==> src/rtl/axi4_lite_pkg.sv <==
// Shared AXI4-Lite definitions: response codes, master FSM state encoding and UART register map.
package axi4_lite_pkg;

    localparam logic [1:0] RESP_OKAY   = 2'b00;
    localparam logic [1:0] RESP_EXOKAY = 2'b01;
    localparam logic [1:0] RESP_SLVERR = 2'b10;
    localparam logic [1:0] RESP_DECERR = 2'b11;

    typedef enum logic [2:0] {
        StIdle   = 3'd0,
        StWrReq  = 3'd1,
        StWrResp = 3'd2,
        StRdReq  = 3'd3,
        StRdData = 3'd4,
        StDone   = 3'd5
    } state_e;

    // Word-index register offsets of the companion UART slave.
    localparam logic [1:0] UART_REG_RXDATA = 2'b00;
    localparam logic [1:0] UART_REG_TXDATA = 2'b01;
    localparam logic [1:0] UART_REG_STATUS = 2'b10;
    localparam logic [1:0] UART_REG_CTRL   = 2'b11;

endpackage

==> src/rtl/axi4_lite_master.sv <==
// Single-outstanding AXI4-Lite initiator: turns one command/response handshake into
// one AXI4-Lite write or read transaction, with every AXI output driven from a register.
module axi4_lite_master
    import axi4_lite_pkg::*;
#(
    parameter int unsigned ADDR_W   = 32,
    parameter int unsigned DATA_W   = 32,
    parameter logic [2:0]  AXI_PROT = 3'b000
) (
    input  logic                  aclk,
    input  logic                  rst,
    input  logic                  cmd_valid,
    output logic                  cmd_ready,
    input  logic                  cmd_write,
    input  logic [ADDR_W-1:0]     cmd_addr,
    input  logic [DATA_W-1:0]     cmd_wdata,
    input  logic [DATA_W/8-1:0]   cmd_wstrb,
    output logic                  rsp_valid,
    output logic [DATA_W-1:0]     rsp_rdata,
    output logic [1:0]            rsp_resp,
    output logic [ADDR_W-1:0]     awaddr_out,
    output logic [2:0]            awprot_out,
    output logic                  awvalid_out,
    input  logic                  awready_in,
    output logic [DATA_W-1:0]     wdata_out,
    output logic [DATA_W/8-1:0]   wstrb_out,
    output logic                  wvalid_out,
    input  logic                  wready_in,
    input  logic [1:0]            bresp_in,
    input  logic                  bvalid_in,
    output logic                  bready_out,
    output logic [ADDR_W-1:0]     araddr_out,
    output logic [2:0]            arprot_out,
    output logic                  arvalid_out,
    input  logic                  arready_in,
    input  logic [DATA_W-1:0]     rdata_in,
    input  logic [1:0]            rresp_in,
    input  logic                  rvalid_in,
    output logic                  rready_out
);

    localparam int unsigned STRB_W = DATA_W / 8;

    state_e              state_q, state_d;
    logic                aw_done_q, aw_done_d;
    logic                w_done_q, w_done_d;
    logic [ADDR_W-1:0]   addr_q, addr_d;
    logic [DATA_W-1:0]   wdata_q, wdata_d;
    logic [STRB_W-1:0]   wstrb_q, wstrb_d;
    logic                awvalid_q, awvalid_d;
    logic                wvalid_q, wvalid_d;
    logic                arvalid_q, arvalid_d;
    logic                bready_q, bready_d;
    logic                rready_q, rready_d;
    logic                rsp_valid_q, rsp_valid_d;
    logic [DATA_W-1:0]   rsp_rdata_q, rsp_rdata_d;
    logic [1:0]          rsp_resp_q, rsp_resp_d;

    logic aw_hs, w_hs;

    assign aw_hs = awvalid_q & awready_in;
    assign w_hs  = wvalid_q & wready_in;

    always_comb begin
        state_d     = state_q;
        aw_done_d   = aw_done_q;
        w_done_d    = w_done_q;
        addr_d      = addr_q;
        wdata_d     = wdata_q;
        wstrb_d     = wstrb_q;
        awvalid_d   = awvalid_q;
        wvalid_d    = wvalid_q;
        arvalid_d   = arvalid_q;
        bready_d    = bready_q;
        rready_d    = rready_q;
        rsp_valid_d = 1'b0;
        rsp_rdata_d = rsp_rdata_q;
        rsp_resp_d  = rsp_resp_q;

        unique case (state_q)
            StIdle: begin
                if (cmd_valid) begin
                    addr_d  = cmd_addr;
                    wdata_d = cmd_wdata;
                    wstrb_d = cmd_wstrb;
                    if (cmd_write) begin
                        state_d   = StWrReq;
                        awvalid_d = 1'b1;
                        wvalid_d  = 1'b1;
                        aw_done_d = 1'b0;
                        w_done_d  = 1'b0;
                    end else begin
                        state_d   = StRdReq;
                        arvalid_d = 1'b1;
                    end
                end
            end
            StWrReq: begin
                if (aw_hs) begin
                    awvalid_d = 1'b0;
                    aw_done_d = 1'b1;
                end
                if (w_hs) begin
                    wvalid_d = 1'b0;
                    w_done_d = 1'b1;
                end
                // A handshake landing this cycle counts toward completion.
                if ((aw_done_q | aw_hs) && (w_done_q | w_hs)) begin
                    state_d  = StWrResp;
                    bready_d = 1'b1;
                end
            end
            StWrResp: begin
                if (bvalid_in) begin
                    bready_d    = 1'b0;
                    rsp_resp_d  = bresp_in;
                    rsp_rdata_d = '0;
                    rsp_valid_d = 1'b1;
                    state_d     = StDone;
                end
            end
            StRdReq: begin
                if (arready_in) begin
                    arvalid_d = 1'b0;
                    rready_d  = 1'b1;
                    state_d   = StRdData;
                end
            end
            StRdData: begin
                if (rvalid_in) begin
                    rready_d    = 1'b0;
                    rsp_rdata_d = rdata_in;
                    rsp_resp_d  = rresp_in;
                    rsp_valid_d = 1'b1;
                    state_d     = StDone;
                end
            end
            StDone: begin
                state_d = StIdle;
            end
            default: begin
                state_d = StIdle;
            end
        endcase
    end

    always_ff @(posedge aclk or posedge rst) begin
        if (rst) begin
            state_q     <= StIdle;
            aw_done_q   <= 1'b0;
            w_done_q    <= 1'b0;
            addr_q      <= '0;
            wdata_q     <= '0;
            wstrb_q     <= '0;
            awvalid_q   <= 1'b0;
            wvalid_q    <= 1'b0;
            arvalid_q   <= 1'b0;
            bready_q    <= 1'b0;
            rready_q    <= 1'b0;
            rsp_valid_q <= 1'b0;
            rsp_rdata_q <= '0;
            rsp_resp_q  <= '0;
        end else begin
            state_q     <= state_d;
            aw_done_q   <= aw_done_d;
            w_done_q    <= w_done_d;
            addr_q      <= addr_d;
            wdata_q     <= wdata_d;
            wstrb_q     <= wstrb_d;
            awvalid_q   <= awvalid_d;
            wvalid_q    <= wvalid_d;
            arvalid_q   <= arvalid_d;
            bready_q    <= bready_d;
            rready_q    <= rready_d;
            rsp_valid_q <= rsp_valid_d;
            rsp_rdata_q <= rsp_rdata_d;
            rsp_resp_q  <= rsp_resp_d;
        end
    end

    assign cmd_ready   = (state_q == StIdle);
    assign rsp_valid   = rsp_valid_q;
    assign rsp_rdata   = rsp_rdata_q;
    assign rsp_resp    = rsp_resp_q;
    assign awaddr_out  = addr_q;
    assign awprot_out  = AXI_PROT;
    assign awvalid_out = awvalid_q;
    assign wdata_out   = wdata_q;
    assign wstrb_out   = wstrb_q;
    assign wvalid_out  = wvalid_q;
    assign bready_out  = bready_q;
    assign araddr_out  = addr_q;
    assign arprot_out  = AXI_PROT;
    assign arvalid_out = arvalid_q;
    assign rready_out  = rready_q;

endmodule

==> config.mk <==
export PLATFORM = sky130hd
export DESIGN_NAME = axi4_lite_master
export DESIGN_NICKNAME = d
export VERILOG_FILES = /design/src/rtl/axi4_lite_pkg.sv /design/src/rtl/axi4_lite_master.sv
export SDC_FILE = /design/constraint.sdc
export NUM_CORES = 1
export LEC_CHECK = 0
export ABC_AREA = 1
export CAP_MARGIN = 40
export CELL_PAD_IN_SITES_DETAIL_PLACEMENT = 1
export CELL_PAD_IN_SITES_GLOBAL_PLACEMENT = 2
export CORE_UTILIZATION = 23
export DETAILED_ROUTE_END_ITERATION = 8
export PLACE_DENSITY_LB_ADDON = 0.3
export SYNTH_ARGS = -nofsm -noshare
export SYNTH_HDL_FRONTEND = slang
export SYNTH_SLANG_ARGS = --single-unit
export TNS_END_PERCENT = 30
==> constraint.sdc <==
create_clock -name aclk -period 11.2 [get_ports aclk]
set_input_delay 2.24 -clock aclk [delete_from_list [all_inputs] [get_ports aclk]]
set_output_delay 2.24 -clock aclk [all_outputs]
set_load 0.05 [all_outputs]
==> summary.txt, run 1 <==
Outcome
  – Status: completed

Floorplanning
  – Die area: 0.0221 sq mm
  – Initial core utilization: 23.5%
  – # rows: 53
  – Die Span Y: 149 um
  – IO Count: 260
  – Die X: roughly 150 um
  – Core footprint: 0.0211 sq mm

Power and ir drop
  – P_sw: 1.51 mW
  – Clock share of power: 19.0%
  – Worst VDD drop: 0.000156 V
  – Sw frac: between 50% and 60%
  – Logic gate share of total power: 57.0%
  – Power after layout: around 3 mW
  – Power Dens Cells: around 370 mW/mm^2
  – Internal power: 1.50 mW
  – P_leak: approximately 3.7 nW
  – Sequential power share: 24.0%

Worst setup path
  – Setup crit start kind: flip-flop
  – CP endpoint kind: output pin
  – Crit Path Category: reg2out
  – Crit path DAT: 2080 ps
  – R2R Setup Slk: 9210 ps
  – Worst Setup SP: state_q[1]
  – CP endpoint: cmd_ready
  – Worst R2R Path Depth: 9
  – R2R Path Start: state_q[2]
  – Crit path required time: between 8000 and 9000 ps
  – Crit-path max FO: 6
  – Worst reg2reg endpoint: wvalid_out

Global route
  – First-pass GRT wire length: 23.8 mm
  – Initial antenna violation count: 0
  – Largest net degree at the start of global routing: 70
  – GRT overflow: 0
  – Vias in the first global route: 4645
  – GRT Resource Usage Total: 13.9%

STA
  – Fin crit period: 4320 ps
  – Fin. Hold Viols: 0
  – Fin. max-slew vios: 0
  – F_max: 231 MHz
  – Clock Skews: ~7.2 ps
  – Post-route setup TNS: 0 ps
  – Max-Slew Margin vs Limit: between 40 and 50%
  – Unrepaired setup endpoints after global routing: no
  – Final number of setup-violating endpoints: 0
  – Final worst-path cycle share: 38.6%
  – Tightest Pin Transition: 764 ps

Logic synthesis
  – Synth unique cells: 24
  – Yosys warning total: 0
  – Mapped Cells: roughly 560
  – Avg Cell Area, Syn: 8.78 sq um
  – Register area share after synthesis: between 50% and 60%
  – Seq cells post-synth: 113
  – Cell area after synthesis: 0.00495 sq mm

Drt
  – Iteration-0 DRC Markers: 118
  – Wirelength per Cell: 13.8 um
  – First-pass iteration count of the detailed router: 4
  – DRC violation count after routing: 0
  – Post-route ant nets: 0
  – Via density: between 4 and 5
  – Total Routed Length: 14.8 mm
  – Via count: 4306

Clocking
  – Num CTS Buffers: 17
  – CTS Hold Bufs: 0
  – Clock transition at path regs: 50 ps
  – # Post-CTS Setup Buffers: 0
  – Sink Count: 113
  – CTS HTree Levels: 4
  – CTS root buf: clkbuf_16
  – CTS tree: built
  – Longest Clk Path Bufs: 2
  – Post-cts gate resize count: 0
  – Skew-Pair Late Insertion Delay: 410 ps

Place
  – PortBufs: approximately 250
  – Final GP Congestion: approximately 0.75
  – Post-DP HPWL: 10.7 mm

Layout
  – Ant diodes: 0
  – Nets: 896
  – Final core utilization: 38.2%
  – Area growth from synthesis to layout: 62.7%
  – Most common cell after layout, fill and taps aside: clkdlybuf4s50_1
  – Layout cell share with drive strength beyond 1: under 10%
  – Most frequent cells in the layout: 253 x clkdlybuf4s50_1, 241 x nand2_1, 113 x dfrtp_1

Worst hold path
  – HP Class: reg2reg

Job
  – Max-cap violations: 0
-- sequential cells by signal (all words and copies together) (netlist names) --
| register | count |
|---|---|
| wdata_out | 32 |
| araddr_out | 32 |
| rsp_resp | 2 |
| w_done_q | 1 |
| wstrb_out | 4 |
| state_q | 3 |
| aw_done_q | 1 |
| wvalid_out | 1 |
| rready_out | 1 |
| rsp_rdata | 32 |
| rsp_valid | 1 |
| arvalid_out | 1 |
| awvalid_out | 1 |
| bready_out | 1 |
-- worst max-delay path: stages (launching register included) --
cell and delay [ps]:
dfrtp_1 470, nor2_4 190, nand2_2 110, inv_2 80
clkdlybuf4s50_1 840
-- logic make-up after synthesis --
kind of cell	count (synthesis)	share of synthesized area, %
simple gates	297	24.5
compound gates	43	5.31
flops	113	57.1
other cells	1	0.0757
buf+inv	110	13.0
-- area by class of cell --
type | count | area (sq um)
clock buffers | 19 | 443
clock inverters | 13 | 185
fillers | 2420 | 13000
inverters | 47 | 179
multi-input cells | 346 | 1500
flip-flops and latches | 113 | 2830
well taps | 275 | 344
repair buffers | 258 | 2580
-- power by group through the flow --
stage | Clock [mW] | Sequential, mW | Combinational, mW
final | 0.574 | 0.724 | 1.72
after global routing | 0.609 | 0.755 | 1.83
after CTS | 0.594 | 0.729 | 1.74
after detailed placement | 0 | 0.731 | 1.74
after global placement | 0 | 0.722 | 1.72
after floorplan | 0 | 1.33 | 0.615
-- how the worst min path moves through the flow --
stage	start	end	slack (ps)	cells past startpoint
2_1_floorplan	aw_done_q	aw_done_q	440	2
3_3_place_gp	wdata_out[17]	wdata_out[17]	450	2
3_5_place_dp	wdata_out[15]	wdata_out[15]	460	2
4_1_cts	wdata_out[15]	wdata_out[15]	480	2
5_1_grt	wdata_out[7]	wdata_out[7]	500	2
6_report	wstrb_out[2]	wstrb_out[2]	470	2
-- Yosys cell counts --
master	count	share of area (%)
conb_1	1	0.076
nand3_1	42	4.2
nor2_4	2	0.45
nor2_2	1	0.13
inv_2	1	0.076
a21oi_1	3	0.30
nand2_2	3	0.38
o21a_1	1	0.15
dfrtp_1	113	57
clkinv_1	1	0.076
nor3_4	1	0.33
nand4_1	1	0.13
buf_12	2	0.81
buf_6	3	0.68
o21ai_4	1	0.33
nand3_2	1	0.20
buf_2	15	1.5
inv_1	45	3.4
nor2_1	5	0.38
nand2_1	241	18
o21ai_2	9	1.6
o21ai_0	29	2.9
clkbuf_2	2	0.20
buf_4	41	6.2
-- stage by stage --
stage / cell area [sq um] / hold slack (ps) / worst slack [ps] / std cells
finish: 8060 / 470 / 6880 / 1071
global placement: 7410 / 453 / 7130 / 1038
floorplan: 4970 / 443 / 5970 / 569
detailed placement: 7430 / 462 / 7100 / 1039
global route: 8060 / 500 / 6780 / 1071
CTS: 8060 / 479 / 6840 / 1071
-- metal layers --
| layer | vias to the layer above | part of all wire [%] | track usage, % |
|---|---|---|---|
| met4 | 0 | 1.2 | 4.95 |
| met3 | 14 | 10 | 6.41 |
| met2 | 157 | 47 | 21.8 |
| met1 | 2006 | 42 | 16.7 |
| met5 | - | 0 | 0 |
| li1 | 2129 | - | - |
(Power assumes the default switching activity.)
==> run 2: changes to the inputs <==
--- a/config.mk
+++ b/config.mk
@@ -9,7 +9,7 @@
 export CAP_MARGIN = 40
 export CELL_PAD_IN_SITES_DETAIL_PLACEMENT = 1
 export CELL_PAD_IN_SITES_GLOBAL_PLACEMENT = 2
-export CORE_UTILIZATION = 23
+export CORE_UTILIZATION = 19
 export DETAILED_ROUTE_END_ITERATION = 8
 export PLACE_DENSITY_LB_ADDON = 0.3
 export SYNTH_ARGS = -nofsm -noshare
==> constraint.sdc (replaced) <==
create_clock -name aclk -period 3.51 [get_ports aclk]
set_input_delay 0.702 -clock aclk [delete_from_list [all_inputs] [get_ports aclk]]
set_output_delay 0.702 -clock aclk [all_outputs]
set_load 0.05 [all_outputs]
==> run 2 against run 1 <==
Register-to-register slack lost 7600 ps. Clock-buffer cell count is the same. Final area grew 1.9%. Non-clock buffer count grew 4. Largest power group unchanged. Power grew to 3.2 times the previous value. Die area grew 21%. Sequential cell count is the same. Worst hold slack lost 3.4 ps. Clock skew grew 7.6 ps.
==> summary.txt, run 2 (synthesized netlist as in run 1, its figures left out) <==
Floorplanning
  – Die area: 0.0267 sq mm
  – Die Span Y: 163 um
  – Die X: between 150 and 200 um
  – Initial core utilization: roughly a fifth
  – # rows: 58
  – IO Count: 260
  – Core footprint: between 0.02 and 0.03 sq mm

Worst setup path
  – Crit path DAT: 2080 ps
  – Crit path cell chain: nor2_4 -> nand2_2 -> inv_2 -> clkdlybuf4s50_1
  – Crit path max-delay family: buffers and inverters
  – CP bufs+invs: 2
  – Crit path required time: 2810 ps
  – Crit Path Category: reg2out
  – CP peak stage delay: a little over 800 ps
  – R2R Setup Slk: 1640 ps
  – CP endpoint kind: output pin
  – Crit-path max FO: 6
  – Cell type of the slowest stage on the worst timing path: clkdlybuf4s50_1
  – Setup crit start kind: flip-flop

Layout
  – Layout cell share with drive strength beyond 1: 7.50%
  – Nets: 900
  – Fin area: about 0.0082 sq mm
  – Most common cell after layout, fill and taps aside: clkdlybuf4s50_1
  – Most frequent cells in the layout: 253 x clkdlybuf4s50_1, 241 x nand2_1, 113 x dfrtp_1
  – Area growth from synthesis to layout: 65.8%
  – Ant diodes: 0

Power and ir drop
  – Power Dens Cells: 1180 mW/mm^2
  – P_leak: between 3 and 4 nW
  – Worst VDD drop: 0.000523 V
  – Power after layout: between 9 and 10 mW

STA
  – Fin crit period: ~2800 ps
  – Fin. Hold Viols: 0
  – Fin. max-slew vios: 0
  – Clock Skews: 14.8 ps
  – F_max: 359 MHz
  – Post-route setup TNS: 0 ps
  – Max-Slew Margin vs Limit: 54.7%
  – Final worst-path cycle share: 79.3%
  – Unrepaired setup endpoints after global routing: no
  – Final number of setup-violating endpoints: 0
  – Tightest Pin Transition: 680 ps
  – Final WS setup: a little over 700 ps

Clocking
  – Num CTS Buffers: 17
  – CTS Hold Bufs: 0
  – Sink Count: approximately 110
  – CTS HTree Levels: 4
  – Clock transition at path regs: 60 ps
  – Longest Clk Path Bufs: 2
  – # Post-CTS Setup Buffers: 0
  – CTS root buf: clkbuf_16
  – CTS tree: built
  – Skew-Pair Late Insertion Delay: 420 ps
  – Post-cts gate resize count: 0

Global route
  – Most used routing layer in global routing: met2
  – GRT Resource Usage Total: 12.1%
  – First-pass GRT wire length: 24.7 mm
  – Vias in the first global route: approximately 4500
  – Initial antenna violation count: 0
  – Met3 usage: under 10%
  – Largest net degree at the start of global routing: 70
  – GRT overflow: 0
  – Met2 Use GR: 19.5%
  – GR Util met1: 14.2%

Place
  – Dpl ws: 1120 ps
  – PortBufs: 253
  – Final GP Congestion: 0.696
  – Post-DP HPWL: 11.1 mm
  – Post-placement cell area: 0.00758 sq mm

Drt
  – Total Routed Length: approximately 16 mm
  – Iteration-0 DRC Markers: about 150
  – DRC violation count after routing: 0
  – First-pass iteration count of the detailed router: 4
  – Via density: 3.87
  – Wirelength per Cell: approximately 14 um
  – Post-route ant nets: 0
  – Via count: 4368

Worst hold path
  – HP Class: reg2reg

Outcome
  – Status: completed

Job
  – Max-cap violations: 0
-- run 2: power by group --
group | internal (mW) | leakage [nW] | switching (mW) | total [mW]
registers | 1.90 | 1.44 | 0.397 | 2.30
clock network | 1.21 | 0.303 | 0.649 | 1.86
logic | 1.71 | 1.99 | 3.81 | 5.53
total | 4.82 | 3.74 | 4.86 | 9.68
-- run 2: metrics by stage --
step	std cells	util (%)	hold slack, ps
floorplan	569	-	443
finish	1130	32.3	466
global placement	1097	29.8	452
CTS	1130	32.3	472
detailed placement	1098	29.9	458
global route	1130	32.3	495
-- run 2: layout make-up --
class	instances	area (sq um)
Timing Repair Buffer	262	2660
Inverter	47	180
Tap cell	330	413
Sequential cell	113	2830
Clock inverter	13	185
Multi-Input combinational cell	346	1500
Fill cell	2951	17200
Clock buffer	19	443
-- run 2: tightest hold or removal path, delay by kind of cell, from the launching register on --
kind          cells  cell delay [ps]
flops             1              340
simple gates      2               90
-- run 2: metal layers --
metal / vias to the layer above / share of wire [%]
li1: 2135 / -
met4: 0 / 0.78
met2: 150 / 48
met3: 9 / 9.6
met1: 2074 / 41
met5: - / 0
-- run 2: worst paths after layout --
kind | start | end | depth (start not counted)
setup / recovery | state_q[1] | cmd_ready | 4
hold / removal | wdata_out[4] | wdata_out[4] | 2
hold reg to reg | wdata_out[4] | wdata_out[4] | 2
setup reg to reg | state_q[1] | rsp_rdata[3] | 6
min in group asynchronous | rst | rsp_rdata[3] | 2
max in group asynchronous | rst | wdata_out[8] | 4
==> run 3: changes to the inputs <==
==> constraint.sdc (replaced) <==
create_clock -name aclk -period 2.55 [get_ports aclk]
set_input_delay 0.51 -clock aclk [delete_from_list [all_inputs] [get_ports aclk]]
set_output_delay 0.51 -clock aclk [all_outputs]
set_load 0.05 [all_outputs]
==> run 3 against run 2 <==
Register-to-register slack lost 1000 ps. Clock skew shrank 8.5 ps. Wire length shrank 0.20%. Global-route usage grew 0.082 points. Sequential power grew 37%. Die area is the same. Non-clock buffer count grew 2. Utilization shrank 0.12 points. Sequential cell count is the same. Critical endpoint is now araddr_out[0]. Largest power group unchanged.
==> summary.txt, run 3 (synthesized netlist as in run 1, its figures left out) <==
Layout
  – Filler Cells Inserted: slightly below 3000
  – Layout cell share with drive strength beyond 1: 7.62%
  – Most frequent cells in the layout: 252 x clkdlybuf4s50_1, 241 x nand2_1, 113 x dfrtp_1
  – Nets: between 900 and 1000
  – Ant diodes: 0
  – Most common cell after layout, fill and taps aside: clkdlybuf4s50_1
  – Non-Filler Instances: about 1100
  – Area growth from synthesis to layout: 65.2%

Drt
  – DRC violation count after routing: 0
  – First-pass iteration count of the detailed router: 4
  – Via count: 4368
  – Iteration-0 DRC Markers: 155
  – Total Routed Length: between 15 and 20 mm
  – Via density: slightly below 4
  – Post-route ant nets: 0
  – Wirelength per Cell: about 14 um

Clocking
  – Num CTS Buffers: 17
  – CTS HTree Levels: 4
  – CTS tree: built
  – # Post-CTS Setup Buffers: 0
  – Post-cts gate resize count: 0
  – CTS root buf: clkbuf_16
  – CTS Hold Bufs: 0
  – Clock transition at path regs: approximately 60 ps
  – Sink Count: 113
  – Longest Clk Path Bufs: 2
  – Skew-Pair Late Insertion Delay: between 400 and 500 ps

Worst setup path
  – CP bufs+invs: 1
  – Setup crit start kind: flip-flop
  – CP endpoint kind: output pin
  – Worst Setup SP: araddr_out[0]
  – Worst R2R Path Depth: 6
  – Crit path max-delay family: buffers and inverters
  – CP peak stage delay: just over 800 ps
  – R2R Setup Slk: 620 ps
  – Crit path required time: around 2000 ps
  – Levels on crit path: 1
  – Worst reg2reg endpoint: rsp_rdata[28]
  – Crit path DAT: 1650 ps
  – Cell type of the slowest stage on the worst timing path: clkdlybuf4s50_1
  – Crit Path Category: reg2out
  – Crit path cell chain: clkdlybuf4s50_1
  – Crit-path max FO: 3
  – R2R Path Start: state_q[1]

STA
  – Tightest Pin Transition: 636 ps
  – Final worst-path cycle share: 84.6%
  – Final number of setup-violating endpoints: 0
  – Fin crit period: 2160 ps
  – Post-route setup TNS: 0 ps
  – Fin. max-slew vios: 0
  – Unrepaired setup endpoints after global routing: no
  – F_max: roughly 460 MHz
  – Clock Skews: 6.30 ps
  – Max-Slew Margin vs Limit: 57.1%
  – Fin. Hold Viols: 0

Place
  – Final GP Congestion: 0.683
  – Inst Count DP: 1100
  – PortBufs: 253
  – Post-DP HPWL: 11.3 mm

Outcome
  – Status: completed

Floorplanning
  – IO Count: 260
  – Die area: between 0.02 and 0.03 sq mm
  – Core footprint: 0.0254 sq mm
  – Die X: 163 um
  – Initial core utilization: 19.5%
  – # rows: 58
  – Die Span Y: 163 um

Power and ir drop
  – P_leak: roughly 3.7 nW
  – Worst VDD drop: 0.000637 V
  – Power Dens Cells: roughly 1600 mW/mm^2

Worst hold path
  – Hold Path Stages: 2
  – Hold EP: wdata_out[10]
  – Worst min-delay path startpoint: wdata_out[10]
  – HP Class: reg2reg

Global route
  – First-pass GRT wire length: 25.1 mm
  – Largest net degree at the start of global routing: 70
  – Initial antenna violation count: 0
  – GRT Resource Usage Total: 12.2%
  – GRT overflow: 0
  – Vias in the first global route: 4545

Job
  – Max-cap violations: 0
## run 3: layout make-up
cell class | instances | area [sq um] | share of cell area [%]
Inverter | 47 | 180 | 2.20
Timing Repair Buffer | 264 | 2690 | 32.9
Tap cell | 330 | 413 | 5.05
Multi-Input combinational cell | 346 | 1500 | 18.3
Clock inverter | 10 | 111 | 1.36
Sequential cell | 113 | 2830 | 34.6
Clock buffer | 21 | 460 | 5.63
## run 3: worst max path at each step
stage,to,slack (ps)
floorplan,araddr_out[0],670
global placement,state_q[0],590
detailed placement,rsp_rdata[21],560
CTS,rready_out,340
global route,araddr_out[1],340
finish,araddr_out[0],390
## run 3: per-layer routing
| metal | global-route usage, % | wire [um] | vias up |
|---|---|---|---|
| met5 | 0 | 0 | - |
| met4 | 4.33 | 186 | 0 |
| met3 | 4.72 | 1350 | 13 |
| met2 | 19.6 | 7480 | 146 |
| met1 | 14.7 | 6770 | 2069 |
| li1 | - | - | 2140 |
## run 3: power by group
part	internal (mW)	switching, mW	total, mW
sequential	2.62	0.544	3.16
combinational	2.39	5.27	7.65
clock	1.48	0.868	2.34
total	6.48	6.68	13.2
## run 3: metrics by stage
step / setup WS [ps] / total power, mW / utilization (%) / hold WS [ps] / cell area (sq um)
2_1_floorplan: 669 / 8.52 / - / 443 / 4970
3_3_place_gp: 594 / 10.9 / 30.0 / 452 / 7610
3_5_place_dp: 560 / 10.9 / 30.0 / 462 / 7610
4_1_cts: 342 / 13.4 / 32.2 / 475 / 8180
5_1_grt: 339 / 13.9 / 32.2 / 497 / 8180
6_report: 394 / 13.2 / 32.2 / 469 / 8180
